File: config.mk
export PLATFORM = sky130hd
export DESIGN_NAME = timebase_gen
export DESIGN_NICKNAME = d
export VERILOG_FILES = /design/src/rtl/timebase_gen.sv
export SDC_FILE = /design/constraint.sdc
export NUM_CORES = 1
export LEC_CHECK = 0
export CAP_MARGIN = 20
export CORE_UTILIZATION = 60
export CTS_CLUSTER_DIAMETER = 50
export DETAILED_ROUTE_END_ITERATION = 8
export PLACE_DENSITY = 0.8
export RECOVER_POWER = 25
export SLEW_MARGIN = 20
export SYNTH_ARGS = -nofsm -noshare
export SYNTH_HDL_FRONTEND = slang
export SYNTH_SLANG_ARGS = --single-unit
File: constraint.sdc
create_clock -name in_clk -period 7.7 [get_ports in_clk]
set_clock_uncertainty 0.2 [all_clocks]
set_input_delay 1.54 -clock in_clk [delete_from_list [all_inputs] [get_ports in_clk]]
set_output_delay 1.54 -clock in_clk [all_outputs]
set_load 0.01 [all_outputs]
File: src/rtl/timebase_gen.sv
// Sample-timebase generator: run-time selectable clock-enable strobes with boundary-aligned rate switching.
// Optional external re-phase input (sync_in) is built only when TB_SYNC_EN is defined.
module timebase_gen #(
  parameter int                          NUM_RATES  = 4,
  parameter int                          SEL_W      = 2,
  parameter int                          DIV_W      = 20,
  parameter logic [NUM_RATES*DIV_W-1:0]  DIV_TABLE  = {20'd200000, 20'd2000, 20'd200, 20'd20},
  parameter int                          RESUME_DIV = 20
) (
  input  logic             in_clk,
  input  logic             in_rst_n,
  input  logic             enable,
  input  logic [SEL_W-1:0] divisor,
`ifdef TB_SYNC_EN
  input  logic             sync_in,
`endif
  output logic             sample_tick,
  output logic             sample_clk,
  output logic             resume_tick,
  output logic [SEL_W-1:0] cur_sel,
  output logic             switch_busy
);

  localparam int RES_W = (RESUME_DIV > 2) ? $clog2(RESUME_DIV) : 1;

  // Divisors of 0 or 1 would make the wrap compare degenerate, so they are clamped to 2.
  function automatic logic [DIV_W-1:0] sat_div(input logic [SEL_W-1:0] sel);
    logic [DIV_W-1:0] raw;
    raw = DIV_TABLE[int'(sel)*DIV_W +: DIV_W];
    return (raw < DIV_W'(2)) ? DIV_W'(2) : raw;
  endfunction

  logic [DIV_W-1:0] cnt;
  logic [DIV_W-1:0] cnt_nxt;
  logic [DIV_W-1:0] div_cur;
  logic [SEL_W-1:0] pend_sel;
  logic [RES_W-1:0] res_cnt;
  logic             wrap;
  logic             rephase;
  logic             apply;
  logic             req_valid;
  logic             sync_rise;

`ifdef TB_SYNC_EN
  logic [2:0] sync_sh;

  always_ff @(posedge in_clk or negedge in_rst_n) begin
    if (!in_rst_n) begin
      sync_sh <= '0;
    end else begin
      sync_sh <= {sync_sh[1:0], sync_in};
    end
  end

  assign sync_rise = sync_sh[1] & ~sync_sh[2];
`else
  assign sync_rise = 1'b0;
`endif

  always_comb begin
    div_cur   = sat_div(cur_sel);
    wrap      = enable && (cnt == div_cur - DIV_W'(1));
    rephase   = enable && sync_rise;
    // A pending switch lands only where a fresh period starts, so no period is cut or stretched.
    apply     = switch_busy && (wrap || !enable || rephase);
    cnt_nxt   = (!enable || wrap || rephase) ? '0 : cnt + DIV_W'(1);
    req_valid = int'(divisor) < NUM_RATES;
  end

  always_ff @(posedge in_clk or negedge in_rst_n) begin
    if (!in_rst_n) begin
      cnt         <= '0;
      sample_tick <= 1'b0;
      sample_clk  <= 1'b0;
      cur_sel     <= '0;
      pend_sel    <= '0;
      switch_busy <= 1'b0;
      res_cnt     <= '0;
      resume_tick <= 1'b0;
    end else begin
      cnt         <= cnt_nxt;
      sample_tick <= wrap && !rephase;
      sample_clk  <= enable && (cnt_nxt < (div_cur >> 1));

      if (apply) begin
        cur_sel     <= pend_sel;
        switch_busy <= 1'b0;
      end else if (req_valid) begin
        if (divisor != cur_sel) begin
          pend_sel    <= divisor;
          switch_busy <= 1'b1;
        end else begin
          switch_busy <= 1'b0;
        end
      end

      if (res_cnt == RES_W'(RESUME_DIV - 1)) begin
        res_cnt     <= '0;
        resume_tick <= 1'b1;
      end else begin
        res_cnt     <= res_cnt + RES_W'(1);
        resume_tick <= 1'b0;
      end
    end
  end

endmodule

==> reports/results.tsv <==
stage	metric	value	unit
pwr	power_density	246	nW/um2
worst_setup_path	reg2regPathDepth	15	
grt	grt_pass1_vias	1593	
synthesis	syn_area	2060	um2
synthesis	synth_common_cells	dfrtp_1 (33), nor2_1 (31), ha_1 (21)	
run	drv_cap	1	
pwr	p_total	561	uW
sta	finalCritPeriodShare	58.5	%
floorplanning	row_count	20	
clock_tree	cts_hold_buf	0	
floorplanning	start_util	65.4	%
floorplanning	die_h	60.6	um
placement	dp_hpwl	3.22	mm
clock_tree	numClockSinks	33	
sta	grt_setup_unrepaired	false	
routing	drc	0	
synthesis	synthFlopType	dfrtp_1	
clock_tree	ctsResizeCount	0	
sta	max_slew.worst_pin.slew	1.75	ns
synthesis	synthSimpleGateAreaFrac	19.4	%
clock_tree	clockBufferDepth	2	
synthesis	synth_mux_area_share	1.94	%
grt	grt_start_max_net_pins	34	
synthesis	yosysTopAreaCellShare	40.1	%
synthesis	seq_area_frac_synth	40.1	%
run_status	outcome	finished, violations left	
synthesis	syn-num-nets	242	
worst_hold_path	min_delay_path_depth	1	
worst_setup_path	regToRegSetupSlack	3.20	ns
routing	final_antenna_net_count	0	
synthesis	yosys.cell_types.count	38	
worst_setup_path	worst_ep_required_time	7.76	ns
grt	grt_antenna_before_repair	0	
floorplanning	fp.dieW	60.6	um
grt	overflow	0	
synthesis	synth_edf_count	0	
layout	drive_gt1_share	5.24	%
routing	drt_iter0_drc	87	
worst_setup_path	path_class	flop to flop	
worst_hold_path	whs_endpoint	cnt[0]$_DFF_PN0_	
worst_hold_path	worstHoldStart	cnt[0]$_DFF_PN0_	
floorplanning	dieArea	3670	um2
run_status	violations	capacitance limit, slew limit	
synthesis	synth-async-reset-ratio	100	%
grt	globalRouteTotalUtil	28.4	%
synthesis	synth-seq-cells	33	
synthesis	synth_top_area_cell	dfrtp_1	
sta	whs	0.298	ns
clock_tree	clk_pin_slew	0.12	ns
clock_tree	cts_buffers	5	
clock_tree	postCtsSetupRepairBufs	0	
sta	finalHoldViolCount	0	
floorplanning	boundaryPins	11	
routing	routed_wl	4.38	mm
clock_tree	clk_latency	0.35	ns
sta	fmax	0.222	GHz
routing	viasPerCell	5.93	
worst_hold_path	hp-class	flop to flop	
sta	setup_viol	0	
sta	maxSlewHeadroom	-17.0	%
routing	drtPass1Iterations	4	
clock_tree	cts_max_level	2	
synthesis	synth_fa_ha_area_share	12.8	%
worst_setup_path	critical_path.endpoint_type	flop	
worst_setup_path	startpoint_type	flop	
placement	pre_cts_slack	3.28	ns
pwr	p_leak	0.00106	uW
sta	layout_setup_ws	3.20	ns
worst_setup_path	crit_fanout	15	
sta	fin_tns_setup	0	ns
layout	area_growth	10.6	%
clock_tree	cts_tree	built	
synthesis	synth.area.top_cells	dfrtp_1 (40%), ha_1 (13%), xor2_1 (6.8%)	
placement	gp_congestion	0.905	
worst_setup_path	cp.arrival	4.56	ns
worst_setup_path	r2r-start	cur_sel[1]$_DFFE_PN0P_	
synthesis	yosysWarnings	0	
grt	grt_first_pass_wirelength	7.47	mm
synthesis	synth-compound-area-share	8.74	%
synthesis	synth.avg_cell_area	9.54	um2
layout	finalNetCount	254	
pwr	max-vdd-ir-drop	250	uV
synthesis	synth_top_family_by_area	simple AND/OR/NAND/NOR gates	
worst_setup_path	r2r_end	sample_clk$_DFF_PN0_	
routing	num_vias	1619	
clock_tree	clockRootBuffer	clkbuf_4	
sta	min_period	4.50	ns
synthesis	yosysMostFrequentCell	dfrtp_1	
layout	n_antenna_cell	0	
sta	report.final.slew_viol_count	34	
routing	wl_per_cell	16.0	um
floorplanning	core	3150	um2
placement	io_buffers	10	
synthesis	synth_xor_area_share	13.2	%
synthesis	netlist_instances	216	
## layer usage
layer | global-route usage, % | up-vias | part of all wire (%)
li1 | - | 768 | -
met1 | 35.7 | 772 | 44
met2 | 45.7 | 58 | 47
met3 | 5.33 | 21 | 4.7
met4 | 16.9 | 0 | 4.4
met5 | 0 | - | 0
## power breakdown
group | switching, uW | total (uW) | leakage (uW) | internal [uW]
Sequential | 24.1 | 212 | 0.000437 | 188
Combinational | 123 | 213 | 0.000582 | 90.6
Clock | 66.4 | 135 | 0.0000414 | 68.7
## worst max-delay path, stage by stage (launching register included)
cell and delay, ns:
dfrtp_1 0.59, inv_1 0.16, ha_1 0.25, inv_1 0.09
ha_1 0.24, xor2_1 0.16, nand4_1 0.14, o41ai_2 0.70
buf_4 0.33, nor2_1 0.09, ha_1 0.33, a211o_1 0.30
a211oi_1 0.18, o21ai_0 0.13, a211o_1 0.30, nor3_1 0.21
## layout make-up
type | count | area (um2)
Clock buffer | 5 | 37.5
Clock inverter | 3 | 46.3
Fill cell | 242 | 875
Inverter | 13 | 48.8
Multi-Input combinational cell | 163 | 1150
Sequential cell | 33 | 826
Tap cell | 44 | 55.1
Timing Repair Buffer | 12 | 111
## cells in the final DEF (no fill, tap or decap), types with 2 or more instances in the layout
master | Yosys | routed
o211ai_1 | 2 | 2
o22ai_1 | 2 | 2
a22oi_1 | 2 | 2
ha_1 | 21 | 21
a21oi_1 | 2 | 2
o21ai_0 | 3 | 3
and3_1 | 6 | 6
clkbuf_4 | 0 | 5
nand2_1 | 12 | 12
dfrtp_1 | 33 | 33
nand3_1 | 12 | 12
clkdlybuf4s50_1 | 0 | 9
a211o_1 | 2 | 2
xor2_1 | 16 | 16
inv_1 | 13 | 13
a211oi_1 | 3 | 3
o21ai_1 | 2 | 2
nand4_1 | 6 | 6
xnor2_1 | 15 | 15
nor3_1 | 8 | 8
nor2_1 | 31 | 31
mux2i_1 | 4 | 4
## worst max-delay path by stage
stage	startpoint	to	slack [ns]	cells after the start
global placement	enable	sample_clk$_DFF_PN0_	3.50	10
finish	cur_sel[1]$_DFFE_PN0P_	sample_clk$_DFF_PN0_	3.20	15
detailed placement	cur_sel[1]$_DFFE_PN0P_	sample_clk$_DFF_PN0_	3.28	15
global route	cur_sel[1]$_DFFE_PN0P_	sample_clk$_DFF_PN0_	2.92	15
floorplan	cur_sel[1]$_DFFE_PN0P_	sample_clk$_DFF_PN0_	3.83	16
CTS	cur_sel[1]$_DFFE_PN0P_	sample_clk$_DFF_PN0_	3.21	15
## metrics by stage
step	utilization [%]	std cells	area [um2]
after floorplan	-	216	2060
after CTS	72.4	273	2280
after global routing	72.3	273	2280
final	72.3	273	2280
after global placement	69.7	265	2200
after detailed placement	69.7	265	2200
## registers in the layout, summed over array words and instances, names as in the netlist
register     count
cnt             20
cur_sel          2
pend_sel         2
res_cnt          5
resume_tick      1
sample_clk       1
sample_tick      1
switch_busy      1
## cell families (layout without fill, tap and decap cells)
group,Yosys count,in the layout
compound gates,25,25
xor+xnor,31,31
fa+ha+maj,21,21
buf+inv,20,33
flops,33,33
mux,4,4
simple gates,82,82
Power figures use the tool's default switching activity.
